[config.mk]
export PLATFORM = sky130hd
export DESIGN_NAME = int_priority_controller
export DESIGN_NICKNAME = d
export VERILOG_FILES = /design/src/rtl/int_ctrl_pkg.sv /design/src/rtl/int_priority_encoder.sv /design/src/rtl/int_priority_controller.sv
export SDC_FILE = /design/constraint.sdc
export NUM_CORES = 1
export LEC_CHECK = 0
export CORE_MARGIN = 2
export CORE_UTILIZATION = 34
export DETAILED_ROUTE_END_ITERATION = 6
export PLACE_DENSITY = 0.78
export SLEW_MARGIN = 20
export SYNTH_ARGS = -nofsm -noshare
export SYNTH_HDL_FRONTEND = slang
export SYNTH_SLANG_ARGS = --single-unit
[constraint.sdc]
create_clock -name clk -period 1.2 [get_ports clk]
set_input_delay 0.12 -clock clk [delete_from_list [all_inputs] [get_ports clk]]
set_output_delay 0.12 -clock clk [all_outputs]
set_load 0.05 [all_outputs]
[src/rtl/int_ctrl_pkg.sv]
// Shared types and defaults for the interrupt priority controller.
package int_ctrl_pkg;

  localparam int unsigned DEFAULT_NUM_SOURCES = 4;

  typedef enum logic [1:0] {
    ST_IDLE    = 2'd0,
    ST_REQUEST = 2'd1,
    ST_SERVICE = 2'd2
  } state_e;

endpackage

[src/rtl/int_priority_encoder.sv]
// Lowest-index-first priority encoder: index 0 wins over all others.
module int_priority_encoder #(
  parameter int unsigned N    = 4,
  parameter int unsigned ID_W = $clog2(N)
) (
  input  logic [N-1:0]    req,
  output logic            any,
  output logic [ID_W-1:0] idx
);

  logic found_s;

  // Scan upward; the first set bit found is kept.
  always_comb begin
    idx     = '0;
    found_s = 1'b0;
    for (int i = 0; i < int'(N); i++) begin
      idx     = (req[i] && !found_s) ? ID_W'(i) : idx;
      found_s = found_s | req[i];
    end
  end

  assign any = |req;

endmodule

[src/rtl/int_priority_controller.sv]
// Interrupt controller: pending/overrun capture per source and a single-level
// IDLE -> REQUEST -> SERVICE handshake with the CPU.
module int_priority_controller
  import int_ctrl_pkg::*;
#(
  parameter int unsigned NUM_SOURCES = DEFAULT_NUM_SOURCES,
  parameter int unsigned ID_W        = $clog2(NUM_SOURCES)
) (
  input  logic                   clk,
  input  logic                   rst_n,
  input  logic [NUM_SOURCES-1:0] int_req,
  input  logic [NUM_SOURCES-1:0] int_mask,
  input  logic                   gie,
  output logic                   irq,
  output logic [ID_W-1:0]        irq_id,
  input  logic                   irq_ack,
  input  logic                   irq_done,
  output logic [NUM_SOURCES-1:0] pending,
  output logic [NUM_SOURCES-1:0] overrun,
  input  logic [NUM_SOURCES-1:0] clr_overrun,
  output logic                   in_service
);

  state_e                 state_q, state_d;
  logic                   irq_q, irq_d;
  logic [ID_W-1:0]        irq_id_q, irq_id_d;
  logic                   in_service_q, in_service_d;
  logic [NUM_SOURCES-1:0] pending_q, pending_d;
  logic [NUM_SOURCES-1:0] overrun_q, overrun_d;
  logic [NUM_SOURCES-1:0] ack_clr_s;
  logic                   enc_any_s;
  logic [ID_W-1:0]        enc_idx_s;

  int_priority_encoder #(
    .N    (NUM_SOURCES),
    .ID_W (ID_W)
  ) u_enc (
    .req (pending_q & int_mask),
    .any (enc_any_s),
    .idx (enc_idx_s)
  );

  // Accepted request clears its own pending bit; a new pulse on the same edge wins.
  always_comb begin
    ack_clr_s = '0;
    if (state_q == ST_REQUEST && irq_ack) begin
      ack_clr_s = {{(NUM_SOURCES-1){1'b0}}, 1'b1} << irq_id_q;
    end else begin
      ack_clr_s = '0;
    end
    pending_d = (pending_q & ~ack_clr_s) | int_req;
    overrun_d = (overrun_q & ~clr_overrun) | (int_req & pending_q & ~ack_clr_s);
  end

  // Handshake FSM next state; irq_id is latched only on entry to REQUEST.
  always_comb begin
    state_d      = state_q;
    irq_d        = irq_q;
    irq_id_d     = irq_id_q;
    in_service_d = in_service_q;
    case (state_q)
      ST_IDLE: begin
        if (gie && enc_any_s) begin
          state_d  = ST_REQUEST;
          irq_d    = 1'b1;
          irq_id_d = enc_idx_s;
        end else begin
          state_d = ST_IDLE;
        end
      end
      ST_REQUEST: begin
        if (irq_ack) begin
          state_d      = ST_SERVICE;
          irq_d        = 1'b0;
          in_service_d = 1'b1;
        end else begin
          state_d = ST_REQUEST;
        end
      end
      ST_SERVICE: begin
        if (irq_done) begin
          state_d      = ST_IDLE;
          in_service_d = 1'b0;
        end else begin
          state_d = ST_SERVICE;
        end
      end
      default: begin
        state_d      = ST_IDLE;
        irq_d        = 1'b0;
        in_service_d = 1'b0;
      end
    endcase
  end

  // State and output registers with synchronous reset.
  always_ff @(posedge clk) begin
    if (!rst_n) begin
      state_q      <= ST_IDLE;
      irq_q        <= 1'b0;
      irq_id_q     <= '0;
      in_service_q <= 1'b0;
      pending_q    <= '0;
      overrun_q    <= '0;
    end else begin
      state_q      <= state_d;
      irq_q        <= irq_d;
      irq_id_q     <= irq_id_d;
      in_service_q <= in_service_d;
      pending_q    <= pending_d;
      overrun_q    <= overrun_d;
    end
  end

  assign irq        = irq_q;
  assign irq_id     = irq_id_q;
  assign in_service = in_service_q;
  assign pending    = pending_q;
  assign overrun    = overrun_q;

endmodule

==> impl_metrics.ini <==
[run_status]
status = finished, final reports clean

[layout]
final_area_sq_um = 1122
nNetsFinal = 122
fillers = 126
areaGrowthSynthToFinish_pct = 86.88
drive_gt1_share_pct = 33.98
diodes = 0

[power_and_ir_drop]
power_w = 0.001193
peakVddDrop_mv = 0.6047
p_per_area_nw_per_um2 = 1063
p_leak_nw = 0.4492

[global_routing]
antenna_found_initial = 0
grt_pass1_wl_um = 2470
grtUsageTotal_pct = 16.40
grt_max_degree = 22
overflow = 0
grt_pass1_vias = 570

[clocking]
cts_buffers = 3
cts_tree = yes
clkTransAtPathRegs_ns = 0.08
postCtsSetupRepairBufs = 0
worstSkewPairLatency_ns = 0.28
cts.path.max_buffers = 2
cts_sinks = 14
cts-htree-levels = 1
cts_root_buffer = clkbuf_4
cts_hold_buf = 0

[logic_synthesis]
synth_edf_count = 0
synthesis.area_sq_um = 600.6
synth-seq-cells = 14
syn_area_per_cell_sq_um = 8.832
yosys_warnings = 0
yosysTopAreaCellShare_pct = 46.67
synth-seq-area-share_pct = 46.67
syn_nets = 85
synth_area_leader_cell = dfxtp_1
synth.distinct_cells = 23
synthArstFlopShare_pct = 0
syn_inst = 68
ys.flop_type = dfxtp_1
synthTopCellsByArea = dfxtp_1 47%, nand2_1 8.1%, nand3b_1 5.0%, nor2b_1 4.2%, o21ai_0 4.2%

[timing]
hold_viol_final = 0
hold_ws_ns = 0.4325
fmax_mhz = 875.7
fin_ws_ns = 0.05808
tightest_slew_ns = 0.3040
rsz0062_at_grt = no
finClkSkew_ns = 0.001262
slew_headroom_pct = 79.73
setup_viol = 0
min_period_over_period_pct = 95.16
period_needed_ns = 1.142
drv_slew = 0

[placed_design]
place.gp.congestion = 0.7796
dpl_worst_slack_ns = -0.2664
port_buffers = 28
placed_area_sq_um = 1080
dpl.hpwl_um = 1142

[detailed_routing]
wl_per_cell_um = 13.10
drtAntennaViolNets = 0
avgViaCountPerCell = 5.425
wirelength_um = 1572
vias = 651
drtIter0Drc = 25
post-route-drc-count = 0
detail_route.first_pass.iterations = 4

[floorplanning]
initial_core_util_pct = 35.56
fp.dieW_um = 46.03
dieArea_sq_um = 2119
ios = 29
core_area_sq_um = 1689
rows = 15
die_h_um = 46.03

[setup_path]
crit_path_start_kind = register
critPathKind = register to register
end_kind = register
r2r-start = state_q[1]
path_max_fanout = 4
reg2reg_slack_ns = 0.06
reg2reg_to = pending[2]
arrival_ns = 1.32
r2r_cells = 4
worstPathRequired_ns = 1.38

[min_path]
holdPathEnd = pending[0]
hold_start = int_req[0]
whs_path_depth = 3
hold_class = input pin to register

[flow_run]
cap_violations = 0
[timing repair]
action | 4_1_cts | 5_1_grt
setup endpoints to repair | 1 | 4
pin swaps | 0 | 2
hold endpoints to repair | 0 | 0
gates resized for setup | 1 | 5
[critical path, stage by stage (launching register included)]
cell and delay, ns:
dfxtp_2 0.34, nand3b_4 0.15, or3b_4 0.38, a21oi_2 0.12, nor2b_1 0.05
[state kept, by name, summed over array words and instances, names as in the netlist]
signal and cells:
overrun 4, pending 4, irq_id 2, state_q 2, in_service 1, irq 1
[worst max-delay path by stage]
| stage | from | end | slack, ns |
|---|---|---|---|
| 6_report | state_q[1] | pending[2] | 0.06 |
| 5_1_grt | state_q[0] | irq_id[0] | 0.001 |
| 4_1_cts | state_q[1] | pending[2] | 0.003 |
| 3_5_place_dp | irq_ack | pending[2] | -0.27 |
| 3_3_place_gp | irq_ack | pending[2] | -0.23 |
| 2_1_floorplan | irq_id[1] | pending[2] | 0.004 |
[metrics by stage]
stage	setup TNS [ns]	util, %	std cells
finish	0	66.44	120
global route	0	66.44	120
CTS	0	65.33	120
detailed placement	-1.544	63.93	117
global placement	-1.290	63.93	117
floorplan	0	-	68
[logic make-up after synthesis]
family	share of synthesized area, %
DFF	46.67
and+or+nand+nor	32.08
buffers and inverters	1.250
AOI/OAI and AO/OA	18.33
muxes	1.667
[final cells by class]
type | instances | area, sq um | area share (%)
clock buffers | 3 | 22.52 | 2.007
multi-input cells | 52 | 330.3 | 29.43
flip-flops and latches | 14 | 290.3 | 25.86
well taps | 17 | 21.27 | 1.895
repair buffers | 34 | 457.9 | 40.80
[metal layers]
metal	vias to the layer above	wire, um	share of wire (%)	track usage [%]
li1	316	-	-	-
met1	303	690	44	21.63
met2	27	743	47	24.72
met3	5	93	5.9	1.190
met4	0	45	2.9	12.00
met5	-	0	0	0
[cells in the final DEF, fill, tap and decap left out, types with 3 or more instances in the layout]
cell type        synthesis  routed
clkdlybuf4s50_1          0      16
nand2_1                 13      13
buf_12                   0      13
dfxtp_2                  0       8
dfxtp_1                 14       6
o21ai_0                  5       5
buf_4                    0       5
nor2b_1                  4       4
nand3b_1                 4       4
nand4_1                  3       3
nand3_1                  3       3
clkbuf_4                 0       3
[synth_stat cells (2+ instances only)]
| master | count |
|---|---|
| dfxtp_1 | 14 |
| o21a_1 | 2 |
| nand3b_1 | 4 |
| nor2b_1 | 4 |
| nand2_1 | 13 |
| nand3_1 | 3 |
| nor2_1 | 2 |
| clkbuf_1 | 2 |
| nand4_1 | 3 |
| a21oi_1 | 3 |
| o21ai_0 | 5 |
| a21boi_0 | 2 |
[where the power goes]
group | switching, W | total (W) | internal [W]
logic | 0.000183 | 0.000394 | 0.000211
clock network | 0.000141 | 0.000257 | 0.000116
registers | 0.0000398 | 0.000542 | 0.000502
No activity file was read; power rests on OpenSTA's default activity.
